--- src/rtl/spi_flash_cmd_engine.sv ---
// SPI mode-0 command engine for the serial PROM: one start sends an opcode, an optional
// address, then clocks in 0..MAX_RD_BYTES response bytes under cs_prom_n.
module spi_flash_cmd_engine #(
  parameter int CLK_DIV      = 2,
  parameter int ADDR_BYTES   = 3,
  parameter int MAX_RD_BYTES = 4,
  parameter int CS_SETUP     = 2,
  parameter int CS_HOLD      = 2
) (
  input  logic                              clk,
  input  logic                              reset_n,
  input  logic                              start,
  input  logic [7:0]                        opcode,
  input  logic                              addr_en,
  input  logic [8*ADDR_BYTES-1:0]           addr,
  input  logic [$clog2(MAX_RD_BYTES+1)-1:0] rd_len,
  output logic                              busy,
  output logic                              done,
  output logic [8*MAX_RD_BYTES-1:0]         rd_data,
  output logic                              SPICLK,
  output logic                              SPIMOSI,
  input  logic                              SPIMISO,
  output logic                              cs_prom_n,
  output logic [2:0]                        state_dbg
);

  // Handshake: start is a one-cycle request honoured only in IDLE; busy is high from the
  // cycle after acceptance until the done cycle; done pulses once with busy low and rd_data
  // valid, and rd_data then holds until the next accepted start.

  localparam int LEN_W    = $clog2(MAX_RD_BYTES + 1);
  localparam int ADDR_W   = 8 * ADDR_BYTES;
  localparam int RD_W     = 8 * MAX_RD_BYTES;
  localparam int TX_W     = 8 + ADDR_W;
  localparam int HC_W     = (CLK_DIV > 1) ? $clog2(CLK_DIV) : 1;
  localparam int WAIT_MAX = (CS_SETUP > CS_HOLD) ? CS_SETUP : CS_HOLD;
  localparam int WC_W     = (WAIT_MAX > 1) ? $clog2(WAIT_MAX) : 1;
  localparam int CNT_W    = (LEN_W > 3) ? LEN_W : 3;

  typedef enum logic [2:0] {
    ST_IDLE  = 3'd0,
    ST_SETUP = 3'd1,
    ST_CMD   = 3'd2,
    ST_ADDR  = 3'd3,
    ST_READ  = 3'd4,
    ST_HOLD  = 3'd5,
    ST_DONE  = 3'd6
  } state_t;

  state_t            state_q, state_d;
  logic [HC_W-1:0]   hcnt_q, hcnt_d;
  logic [WC_W-1:0]   wait_q, wait_d;
  logic [2:0]        bit_q, bit_d;
  logic [CNT_W-1:0]  byte_q, byte_d;
  logic [TX_W-1:0]   tx_q, tx_d;
  logic [RD_W-1:0]   rx_q, rx_d;
  logic [LEN_W-1:0]  len_q, len_d;
  logic              addr_en_q, addr_en_d;
  logic              sclk_q, sclk_d;
  logic              mosi_q, mosi_d;
  logic              cs_n_q, cs_n_d;

  logic [LEN_W-1:0]  len_clamped;
  logic              last_byte;
  state_t            next_phase;

  assign len_clamped = (rd_len > LEN_W'(MAX_RD_BYTES)) ? LEN_W'(MAX_RD_BYTES) : rd_len;

  // Where the current phase ends and which phase follows it.
  always_comb begin
    last_byte  = 1'b1;
    next_phase = ST_HOLD;
    case (state_q)
      ST_CMD: begin
        if (addr_en_q) begin
          next_phase = ST_ADDR;
        end else if (len_q != '0) begin
          next_phase = ST_READ;
        end
      end
      ST_ADDR: begin
        last_byte = (byte_q == CNT_W'(ADDR_BYTES - 1));
        if (len_q != '0) begin
          next_phase = ST_READ;
        end
      end
      ST_READ: begin
        last_byte = (byte_q == (CNT_W'(len_q) - CNT_W'(1)));
      end
      default: begin
        last_byte = 1'b1;
      end
    endcase
  end

  always_comb begin
    state_d   = state_q;
    hcnt_d    = hcnt_q;
    wait_d    = wait_q;
    bit_d     = bit_q;
    byte_d    = byte_q;
    tx_d      = tx_q;
    rx_d      = rx_q;
    len_d     = len_q;
    addr_en_d = addr_en_q;
    sclk_d    = sclk_q;
    mosi_d    = mosi_q;

    case (state_q)
      ST_IDLE: begin
        if (start) begin
          state_d   = ST_SETUP;
          tx_d      = {opcode, addr & {ADDR_W{addr_en}}};
          mosi_d    = opcode[7];
          rx_d      = '0;
          len_d     = len_clamped;
          addr_en_d = addr_en;
          hcnt_d    = '0;
          wait_d    = '0;
          bit_d     = '0;
          byte_d    = '0;
          sclk_d    = 1'b0;
        end
      end
      ST_SETUP: begin
        if (wait_q == WC_W'(CS_SETUP - 1)) begin
          wait_d  = '0;
          state_d = ST_CMD;
        end else begin
          wait_d = wait_q + WC_W'(1);
        end
      end
      ST_CMD, ST_ADDR, ST_READ: begin
        if (hcnt_q != HC_W'(CLK_DIV - 1)) begin
          hcnt_d = hcnt_q + HC_W'(1);
        end else begin
          hcnt_d = '0;
          if (!sclk_q) begin
            // Rising edge: the PROM's bit has been stable for the whole low half.
            sclk_d = 1'b1;
            if (state_q == ST_READ) begin
              rx_d = {rx_q[RD_W-2:0], SPIMISO};
            end
          end else begin
            // Falling edge closes the bit; MOSI moves to the next bit on this same edge.
            sclk_d = 1'b0;
            tx_d   = tx_q << 1;
            mosi_d = tx_q[TX_W-2];
            bit_d  = bit_q + 3'd1;
            if (bit_q == 3'd7) begin
              if (last_byte) begin
                byte_d  = '0;
                state_d = next_phase;
              end else begin
                byte_d = byte_q + CNT_W'(1);
              end
            end
          end
        end
      end
      ST_HOLD: begin
        mosi_d = 1'b0;
        if (wait_q == WC_W'(CS_HOLD - 1)) begin
          wait_d  = '0;
          state_d = ST_DONE;
        end else begin
          wait_d = wait_q + WC_W'(1);
        end
      end
      ST_DONE: begin
        mosi_d  = 1'b0;
        state_d = ST_IDLE;
      end
      default: begin
        state_d = ST_IDLE;
      end
    endcase

    // Chip select follows the next state so it is a clean registered output.
    cs_n_d = (state_d == ST_IDLE);
  end

  always_ff @(posedge clk or negedge reset_n) begin
    if (!reset_n) begin
      state_q <= ST_IDLE;
    end else begin
      state_q <= state_d;
    end
  end

  always_ff @(posedge clk or negedge reset_n) begin
    if (!reset_n) begin
      hcnt_q    <= '0;
      wait_q    <= '0;
      bit_q     <= '0;
      byte_q    <= '0;
      tx_q      <= '0;
      rx_q      <= '0;
      len_q     <= '0;
      addr_en_q <= 1'b0;
      sclk_q    <= 1'b0;
      mosi_q    <= 1'b0;
      cs_n_q    <= 1'b1;
    end else begin
      hcnt_q    <= hcnt_d;
      wait_q    <= wait_d;
      bit_q     <= bit_d;
      byte_q    <= byte_d;
      tx_q      <= tx_d;
      rx_q      <= rx_d;
      len_q     <= len_d;
      addr_en_q <= addr_en_d;
      sclk_q    <= sclk_d;
      mosi_q    <= mosi_d;
      cs_n_q    <= cs_n_d;
    end
  end

  assign busy      = (state_q != ST_IDLE) && (state_q != ST_DONE);
  assign done      = (state_q == ST_DONE);
  assign rd_data   = rx_q;
  assign SPICLK    = sclk_q;
  assign SPIMOSI   = mosi_q;
  assign cs_prom_n = cs_n_q;
  assign state_dbg = state_q;

endmodule

--- config.mk ---
export PLATFORM = sky130hd
export DESIGN_NAME = spi_flash_cmd_engine
export DESIGN_NICKNAME = d
export VERILOG_FILES = /design/src/rtl/spi_flash_cmd_engine.sv
export SDC_FILE = /design/constraint.sdc
export NUM_CORES = 1
export LEC_CHECK = 0
export CORE_ASPECT_RATIO = 1.25
export CORE_UTILIZATION = 45
export DETAILED_ROUTE_END_ITERATION = 6
export PLACE_DENSITY = 0.72
export SLEW_MARGIN = 40
export SYNTH_ARGS = -nofsm -noshare
export SYNTH_HDL_FRONTEND = slang
export SYNTH_SLANG_ARGS = --single-unit
--- constraint.sdc ---
create_clock -name clk -period 2.8 [get_ports clk]
set_clock_uncertainty 0.1 [all_clocks]
set_input_delay 0.56 -clock clk [delete_from_list [all_inputs] [get_ports clk]]
set_output_delay 0.56 -clock clk [all_outputs]
set_load 0.005 [all_outputs]
==> impl_metrics.tcl, run 1 <==
set metrics [dict create \
    combPwrFrac 0.321 \
    avgRoutedWirePerCell_um 13.4 \
    yosysTopAreaCell "dfrtp_1" \
    holdCritPathClass "in2async" \
    die_area_um2 8910 \
    ys_seq_area_frac 0.528 \
    worstPathMaxFanout 12 \
    synth_common_cells "nand2_1, dfrtp_1, nor2_1" \
    reg2reg_from "state_dbg[1]" \
    fillCellCount 729 \
    slew_headroom 0.560 \
    max_stage_delay_ps 560 \
    core_um2 8240 \
    status "complete, but fails checks" \
    cts_tree "yes" \
    drive_gt1_frac 0.0637 \
    internal-power_mw 2.39 \
    synth_fp_nets 489 \
    seqPwrFrac 0.471 \
    port_buffers 79 \
    async_reset_ff_frac 1.00 \
    setup_violations 0 \
    grt_max_degree 69 \
    crit_chain "nor2b_1 > or3_1 > clkdlybuf4s50_1" \
    regArea_um2 2030 \
    rsz0062_at_grt "no" \
    vdd_drop_max_v 0.000399 \
    root_buffer "clkbuf_8" \
    place_area_um2 4800 \
    synth_cell_types 43 \
    drtPass1Iterations 7 \
    syn_avg_cell_area_um2 8.65 \
    path_class "reg2out" \
    grt_pass1_vias 3036 \
    via_per_inst 5.31 \
    switching_power_mw 1.23 \
    die_h_um 105 \
    stdcell_area_um2 4960 \
    syn_to_final_growth_pct 29.2 \
    drt_iter0_markers 199 \
    timing.final.crit_period_ps 2660 \
    routed_wl_um 8270 \
    timing.rr.end "cs_prom_n" \
    worstSkewPairLatency_ps 350 \
    yosys.cell_count.top_type "nand2_1" \
    netlist_top_cells_area "dfrtp_1, nand2_1, a31oi_1" \
    critPathCaptureType "output port" \
    nets 560 \
    p_per_area_nw_per_um2 729 \
    slew_viol_final 0 \
    clockBufferDepth 2 \
    synth-edff-count 0 \
    rr_worst_depth 6 \
    route.vias.total 3268 \
    path_clk_slew_ps 80 \
    hold_viol 0 \
    period_share 0.949 \
    grt_pass1_wl_um 14100 \
    critPathSlowestCell "dfrtp_1" \
    numPlacedInstances 601 \
    final_cells 615 \
    ios 80 \
    synth_top_area_frac 0.521 \
    die-width_um 84.6 \
    dpl.hpwl_um 5700 \
    ys.flop_type "dfrtp_1" \
    yosys_warnings 0 \
    switching_share 0.341 \
    multi_input_comb_area_um2 1700 \
    gp_congestion 0.913 \
    grt_overflow_total 0 \
    leakage_nw 2.02 \
    rrSetupSlack_ps 500 \
    synth-seq-cells 81 \
    h-tree-depth 3 \
    start_util 0.466 \
    antenna_found_initial 0 \
    clkSinkCount 81 \
    drcViolationCount 4 \
    fin_setup_tns_ps 0 \
    cp.arrival_ps 2000 \
    worstPathRequired_ps 2140 \
    drtAntennaViolNets 0 \
    max_freq_mhz 376 \
    fp-row-count 37 \
    synth_cells 444 \
    diodes 0 \
    start_kind "flip-flop" \
    pwr-share-clk 0.207 \
    cts_buffers 9 \
    violations "DRC" \
    cap_violations 0 \
    grtUsageTotal 0.197 \
    syn_area_um2 3840 \
    cts_setup_buffers 0 \
    worst_pin_slew_ps 659 \
]
-- logic make-up after synthesis --
| family | count (synthesis) | synth area share |
|---|---|---|
| xor+xnor | 4 | 0.00912 |
| simple gates | 208 | 0.234 |
| flops | 81 | 0.528 |
| buf+inv | 41 | 0.0407 |
| mux | 7 | 0.0192 |
| fa+ha+maj | 5 | 0.0163 |
| compound gates | 98 | 0.153 |
-- cells in the final DEF, fill, tap and decap left out, drive strengths merged, types with 2 or more instances in the layout --
| master | netlist | routed |
|---|---|---|
| a21oi | 8 | 8 |
| a31oi | 32 | 32 |
| and2 | 2 | 2 |
| and3 | 3 | 3 |
| buf | 3 | 13 |
| clkbuf | 28 | 14 |
| clkdlybuf4s50 | 0 | 78 |
| dfrtp | 80 | 80 |
| ha | 5 | 5 |
| inv | 10 | 10 |
| mux2 | 3 | 3 |
| mux2i | 4 | 4 |
| nand2 | 110 | 110 |
| nand2b | 6 | 6 |
| nand3 | 28 | 28 |
| nor2 | 43 | 43 |
| nor2b | 5 | 5 |
| nor3 | 2 | 2 |
| nor4 | 2 | 2 |
| o21a | 2 | 2 |
| o21ai | 42 | 42 |
| o22ai | 3 | 3 |
| o32ai | 2 | 2 |
| or3b | 2 | 2 |
| xnor2 | 2 | 2 |
| xor2 | 2 | 2 |
-- area by class of cell --
| type | instances | area share |
|---|---|---|
| multi-input cells | 322 | 0.342 |
| clock buffers | 14 | 0.0328 |
| flip-flops and latches | 81 | 0.409 |
| repair buffers | 91 | 0.185 |
| well taps | 97 | 0.0245 |
| inverters | 10 | 0.00756 |
-- metrics by stage --
stage	util	hold WS [ps]	power, mW	setup slack [ps]
floorplan	-	164	2.47	680
detailed placement	0.582	381	2.90	282
global route	0.602	94.8	3.88	53.8
CTS	0.602	67.6	3.65	116
global placement	0.582	368	2.84	327
finish	0.602	60.6	3.62	143
-- worst max path at each step --
stage	slack, ps	from	endpoint	depth (start not counted)
floorplan	680	start	tx_q[12]	6
global placement	330	start	byte_q[2]	7
detailed placement	280	start	byte_q[2]	7
CTS	120	state_dbg[1]	busy	3
global route	50	state_dbg[1]	busy	3
finish	140	state_dbg[1]	busy	3
-- power groups by stage --
| stage | sequential (mW) | clock, mW | combinational [mW] |
|---|---|---|---|
| floorplan | 1.65 | 0 | 0.822 |
| global placement | 1.71 | 0 | 1.13 |
| detailed placement | 1.72 | 0 | 1.17 |
| CTS | 1.70 | 0.771 | 1.17 |
| global route | 1.75 | 0.818 | 1.31 |
| finish | 1.71 | 0.750 | 1.16 |
-- registers in the layout, indices dropped and copies added, names as in the netlist --
| signal | flops |
|---|---|
| hcnt_q | 1 |
| SPIMOSI | 1 |
| bit_q | 3 |
| len_q | 3 |
| cs_prom_n | 1 |
| tx_q | 31 |
| rd_data | 32 |
| state_dbg | 3 |
| addr_en_q | 1 |
| SPICLK | 1 |
| byte_q | 3 |
| wait_q | 1 |
-- what timing repair did --
action | in CTS | in global routing
endpoints found under the setup margin | 0 | 1
gates resized for setup | 0 | 1
endpoints found under the hold margin | 0 | 0
hold buffers | 0 | 0
-- routing by layer --
metal / vias to the layer above / global-route usage / wire (um) / part of all wire
li1: 1658 / - / - / -
met1: 1524 / 0.263 / 3740 / 0.45
met2: 77 / 0.316 / 4040 / 0.49
met3: 9 / 0.0399 / 391 / 0.047
met4: 0 / 0.0787 / 95 / 0.011
met5: - / 0 / 0 / 0
-- worst max-delay path: cells and delay by family (launching register included) --
kind	cells	cell delay [ps]
and+or+nand+nor	2	600
buffers and inverters	1	490
DFF	1	560
Power figures use the tool's default switching activity.
==> run 2, diff against run 1 <==
--- a/config.mk
+++ b/config.mk
@@ -8,7 +8,7 @@
 export CORE_ASPECT_RATIO = 1.25
 export CORE_UTILIZATION = 45
 export DETAILED_ROUTE_END_ITERATION = 6
-export PLACE_DENSITY = 0.72
+export PLACE_DENSITY = 0.71
 export SLEW_MARGIN = 40
 export SYNTH_ARGS = -nofsm -noshare
 export SYNTH_HDL_FRONTEND = slang
==> run 2 against run 1 <==
The flow still finishes with violations (DRC). Count of clock-buffer cells in the layout fell by 5. Die area unchanged. Global-route usage grew 0.24 points. Cell count grew 0.49%. Combinational power barely moved. Sequential cell count unchanged. Maximum frequency decreased by 0.41%. Worst setup slack worse by 11 ps. First-iteration DRC count is 15% higher. Routed wire length grew 0.52%. Critical path type unchanged. Largest power group unchanged.
==> impl_metrics.tcl, run 2 (synthesized netlist as in run 1, its figures left out) <==
set metrics [dict create \
    die_h_um 105 \
    critPathCaptureType "output port" \
    antenna_found_initial 0 \
    rrSetupSlack_ps 500 \
    path_clk_slew_ps 90 \
    wl_met2_um 4100 \
    cp.arrival_ps 2010 \
    syn_to_final_growth_pct 30.7 \
    clkSinkCount 81 \
    drcViolationCount 2 \
    setup.worst_path.start "state_dbg[2]" \
    cts_tree "yes" \
    port_buffers 79 \
    h-tree-depth 3 \
    routed_wl_um 8310 \
    drtAntennaViolNets 0 \
    start_util 0.466 \
    place_ws_ps 281 \
    nets 561 \
    timing.final.crit_period_ps 2670 \
    gp_congestion 0.896 \
    crit_chain "inv_1 > nor2_1 > or3_1 > clkdlybuf4s50_1" \
    drtPass1Iterations 7 \
    start_kind "flip-flop" \
    max_stage_delay_ps 530 \
    path_class "reg2out" \
    critPathSlowestCell "dfrtp_2" \
    ios 80 \
    drt_iter0_markers 229 \
    drive_gt1_frac 0.0749 \
    timing.rr.end "cs_prom_n" \
    grtUsageTotal 0.199 \
    grt_max_degree 65 \
    rr_worst_depth 5 \
    holdWs_ps 45.1 \
    top_layer "met4" \
    diodes 0 \
    period_share 0.953 \
    die-width_um 84.6 \
    dpl.hpwl_um 5720 \
    fillCellCount 722 \
    route.vias.total 3279 \
    met1Wirelength_um 3790 \
    rsz0062_at_grt "no" \
    leakage_nw 2.04 \
    core_um2 8240 \
    worstPathRequired_ps 2140 \
    hold_viol 0 \
    holdCritPathClass "in2async" \
    worst_pin_slew_ps 540 \
    worstSkewPairLatency_ps 360 \
    p_per_area_nw_per_um2 767 \
    via_per_inst 5.31 \
    path_buf_inv 2 \
    clockBufferDepth 2 \
    setup_slack_ps 132 \
    grt_pass1_vias 3013 \
    fin_setup_tns_ps 0 \
    slew_headroom 0.639 \
    grt_pass1_wl_um 14100 \
    status "complete, but fails checks" \
    setup_violations 0 \
    cap_violations 0 \
    worstPathMaxFanout 17 \
    stdcell_area_um2 5020 \
    cts_buffers 9 \
    vdd_drop_max_v 0.000368 \
    root_buffer "clkbuf_8" \
    final_common_cell "nand2_1" \
    grt_overflow_total 0 \
    endpoint "busy" \
    fp-row-count 37 \
    wl_met3_um 231 \
    die_area_um2 8910 \
    final_cell_mix "nand2_1, dfrtp_1, clkdlybuf4s50_1, nor2_1, a31oi_1" \
    slew_viol_final 0 \
    path_depth 4 \
    reg2reg_from "state_dbg[2]" \
    cp_top_family "buffers and inverters" \
    place_area_um2 4790 \
    max_freq_mhz 375 \
    largest_register_ffs 32 \
    avgRoutedWirePerCell_um 13.4 \
    violations "DRC" \
    total_power_mw 3.85 \
]
run 2: cell types whose count changed in the layout (fill, tap and decap cells not counted):
cell,change
buf_12,-1
buf_4,+2
clkbuf_1,-3
inv_6,+1
bufinv_16,+2
clkbuf_8,-2
inv_8,+1
clkinvlp_4,+3
run 2: layout make-up:
| type | instances | area [um2] | share of cell area |
|---|---|---|---|
| flip-flops and latches | 81 | 2030 | 0.404 |
| multi-input cells | 322 | 1700 | 0.338 |
| well taps | 97 | 121 | 0.0242 |
| repair buffers | 92 | 911 | 0.181 |
| clock buffers | 9 | 124 | 0.0247 |
| clock inverters | 7 | 103 | 0.0204 |
| inverters | 10 | 37.5 | 0.00748 |
run 2: how the worst min path moves through the flow:
stage | startpoint | to | slack (ps) | cells past startpoint
after floorplan | reset_n | SPICLK | 160 | 0
after global placement | rd_data[31] | rd_data[31] | 370 | 2
after detailed placement | len_q[1] | len_q[1] | 380 | 2
after CTS | reset_n | SPIMOSI | 60 | 1
after global routing | reset_n | tx_q[11] | 80 | 1
final | reset_n | SPIMOSI | 50 | 1
run 2: repair_timing:
item	in CTS	in global routing
setup buffers	0	0
setup endpoints to repair	1	0
hold buffers	0	0
gates resized for setup	1	0
run 2: per-layer routing:
metal / GRT usage / up-vias
li1: - / 1657
met1: 0.264 / 1535
met2: 0.319 / 71
met3: 0.0282 / 16
met4: 0.103 / 0
met5: 0 / -
run 2: worst reg2reg max path, stage by stage, from the launching register on:
cell     delay [ps]
dfrtp_2         560
or3b_1          440
o21a_1          230
nor4_1          500
a21oi_1         180
o211a_1         240
run 2: through the flow:
step           utilization  std cells
2_1_floorplan            -        444
3_3_place_gp         0.582        602
3_5_place_dp         0.582        602
4_1_cts              0.609        618
5_1_grt              0.609        618
6_report             0.609        618
run 2: where the power goes:
group	internal, mW	switching, mW	leakage (nW)
Combinational	0.535	0.631	0.905
Clock	0.511	0.465	0.104
Sequential	1.49	0.219	1.03
Total	2.53	1.32	2.04
==> RTL edit (settings of run 2) <==
Register the inputs `start`, `opcode`, `addr_en`, `addr`, `rd_len` and `SPIMISO` before use, without a reset. The logic sees them one clock later. Comments in the files are not updated.
--- a/src/rtl/spi_flash_cmd_engine.sv
+++ b/src/rtl/spi_flash_cmd_engine.sv
@@ -48,4 +48,20 @@
   } state_t;
 
+  logic start_q;
+  logic [7:0] opcode_q;
+  logic addr_en_r;
+  logic [8*ADDR_BYTES-1:0] addr_q;
+  logic [$clog2(MAX_RD_BYTES+1)-1:0] rd_len_q;
+  logic SPIMISO_q;
+
+  always_ff @(posedge clk) begin
+    start_q   <= start;
+    opcode_q  <= opcode;
+    addr_en_r <= addr_en;
+    addr_q    <= addr;
+    rd_len_q  <= rd_len;
+    SPIMISO_q <= SPIMISO;
+  end
+
   state_t            state_q, state_d;
   logic [HC_W-1:0]   hcnt_q, hcnt_d;
@@ -65,5 +81,5 @@
   state_t            next_phase;
 
-  assign len_clamped = (rd_len > LEN_W'(MAX_RD_BYTES)) ? LEN_W'(MAX_RD_BYTES) : rd_len;
+  assign len_clamped = (rd_len_q > LEN_W'(MAX_RD_BYTES)) ? LEN_W'(MAX_RD_BYTES) : rd_len_q;
 
   // Where the current phase ends and which phase follows it.
@@ -109,11 +125,11 @@
     case (state_q)
       ST_IDLE: begin
-        if (start) begin
+        if (start_q) begin
           state_d   = ST_SETUP;
-          tx_d      = {opcode, addr & {ADDR_W{addr_en}}};
-          mosi_d    = opcode[7];
+          tx_d      = {opcode_q, addr_q & {ADDR_W{addr_en_r}}};
+          mosi_d    = opcode_q[7];
           rx_d      = '0;
           len_d     = len_clamped;
-          addr_en_d = addr_en;
+          addr_en_d = addr_en_r;
           hcnt_d    = '0;
           wait_d    = '0;
@@ -140,5 +156,5 @@
             sclk_d = 1'b1;
             if (state_q == ST_READ) begin
-              rx_d = {rx_q[RD_W-2:0], SPIMISO};
+              rx_d = {rx_q[RD_W-2:0], SPIMISO_q};
             end
           end else begin
Behaviour: not the same (a bounded check fails within 4 cycles, from zero or initial values and one cycle with reset_n low).
==> RTL edit against run 2 <==
- worst setup slack worse by 19 ps
- total power is 49% higher
- wire length is 8.8% higher
- via count is 6.9% higher
- global-route usage is 1.0 points lower
- sequential cell count is 38 higher
- cell area is 23% higher
- hold slack better by 13 ps
- highest routed layer unchanged
- area after synthesis is 20% higher
- sequential power is 32% higher
- count of clock-buffer cells in the layout is 13 higher
- cell count is 11% higher
- largest cell class unchanged
==> RTL edit: results (changes against run 2) <==
{
  "clocking": {
    "cts_made_buffers": {"value": 17, "change": "was 9"},
    "cts_htree_levels": {"value": 4, "change": "was 3"},
    "clkSlewWorstSetupHoldPaths": {"value": 50, "unit": "ps", "change": "was 90 ps"},
    "clk-insertion-delay-late": {"value": 410, "unit": "ps", "change": "was 360 ps"}
  },
  "final_layout": {
    "finish.net_count": {"value": 590, "change": "was 561"},
    "ratio_of_cells_with_drive_above_1_in_the_final_layout": {"value": 10.6, "unit": "%", "change": "was 7.49%"},
    "number_of_fill_cells_in_the_layout": {"value": 861, "change": "was 722"},
    "layout.core_utilization": {"value": 61.5, "unit": "%", "change": "was 60.9%"}
  },
  "logic_synthesis": {
    "syn_area_per_cell": {"value": 9.91, "unit": "sq um", "change": "was 8.65 sq um"},
    "ys_types": {"value": 45, "change": "was 43"},
    "synth_top_cells_by_area": {"value": "dfrtp_1 (43%), dfxtp_1 (16%), nand2_1 (8.9%)", "change": "was dfrtp_1 (52%), nand2_1 (11%), a31oi_1 (5.2%)"},
    "post_synthesis_mux_area_share": {"value": 2.95, "unit": "%", "change": "was 1.92%"},
    "synth-xor-area-share": {"value": 0.759, "unit": "%", "change": "was 0.912%"},
    "ys_async_sr_fraction": {"value": 68.1, "unit": "%", "change": "was 100%"},
    "synth-compound-area-share": {"value": 14.3, "unit": "%", "change": "was 15.3%"},
    "synth_seq_area_share": {"value": 60.4, "unit": "%", "change": "was 52.8%"},
    "synth_fp_nets": {"value": 511, "change": "was 489"},
    "post_synth_fa_ha_maj_area_fraction": {"value": 1.35, "unit": "%", "change": "was 1.63%"}
  },
  "placed_design": {
    "place_ws": {"value": 490, "unit": "ps", "change": "was 281 ps"},
    "gp_congestion": {"value": 0.839, "change": "was 0.896"},
    "numPlacedInstances": {"value": 655, "change": "was 602"},
    "place.detailed.hpwl": {"value": 5.88, "unit": "mm", "change": "was 5.72 mm"}
  },
  "timing": {
    "worst_pin_slew": {"value": 677, "unit": "ps", "change": "was 540 ps"},
    "layout_min_cycle_time": {"value": 2690, "unit": "ps", "change": "was 2670 ps"}
  },
  "grt": {
    "grt_max_degree": {"value": 82, "change": "was 65"},
    "wire_length_of_the_first_global_routing_pass": {"value": 15.8, "unit": "mm", "change": "was 14.1 mm"},
    "grt.total_usage": {"value": 18.9, "unit": "%", "change": "was 19.9%"}
  },
  "power": {
    "static-leakage-power": {"value": 0.00269, "unit": "uW", "change": "was 0.00204 uW"},
    "ir_drop": {"value": 0.538, "unit": "mV", "change": "was 0.368 mV"}
  },
  "drt": {
    "drt_iter0_drc": {"value": 154, "change": "was 229"},
    "drt-pass1-iter-count": {"value": 4, "change": "was 7"},
    "via_per_inst": {"value": 5.10, "change": "was 5.31"},
    "drt-wirelength-per-cell": {"value": 13.2, "unit": "microns", "change": "was 13.4 microns"}
  },
  "run_status": {
    "run_status": {"value": "complete, no violations", "change": "was complete, but fails checks"}
  },
  "worst_setup_path": {
    "cp_max_fo": {"value": 11, "change": "was 17"}
  }
}
RTL edit: cell types whose count changed in the layout (fill, tap and decap cells not counted), sizes merged, moves of 23 or more:
cell,change
dfxtp,+38
a21oi,+23
a31oi,-32
nand3,-23
o21ai,+34
nor2,-35
RTL edit: where the power goes:
part           internal (uW)  total [uW]  switching (uW)
sequential              2030        2250             218
clock                   1390        2140             746
combinational            598        1360             765
total                   4020        5750            1730
RTL edit: cell families after synthesis:
group | after synthesis
AOI/OAI and AO/OA | 119
xor gates and xnor gates | 4
adders and majority gates | 5
DFF | 119
buffers and inverters | 34
and+or+nand+nor | 172
muxes | 13
RTL edit: repair_timing:
action                                  4_1_cts  5_1_grt
endpoints found under the setup margin        0        1
gates resized for setup                       0        1
hold buffers                                  0        0
setup buffers                                 0        0
RTL edit: final timing paths:
| check | slack, ps | to | from | cells past startpoint |
|---|---|---|---|---|
| setup / recovery | 110 | busy | state_dbg[2] | 5 |
| hold / removal | 60 | len_q[2] | reset_n | 2 |
| setup reg to reg | 460 | state_dbg[1] | state_dbg[1] | 6 |
| hold reg to reg | 350 | len_q[0] | rd_len_q[0] | 2 |
| max in group asynchronous | 2170 | tx_q[14] | reset_n | 2 |
| min in group clk | 350 | len_q[0] | rd_len_q[0] | 2 |
RTL edit: cell type report:
type	count	area share, %
repair buffers	90	14.5
flip-flops and latches	119	45.1
clock inverters	10	1.40
well taps	129	2.61
multi-input cells	313	27.8
clock buffers	22	8.35
inverters	4	0.243
RTL edit: per-layer routing:
layer / routed length, microns / track usage, % / vias to the layer above
met1: 3960 / 23.1 / 1638
li1: - / - / 1747
met5: 0 / 0 / -
met2: 4480 / 31.1 / 106
met4: 123 / 7.38 / 0
met3: 474 / 6.28 / 13
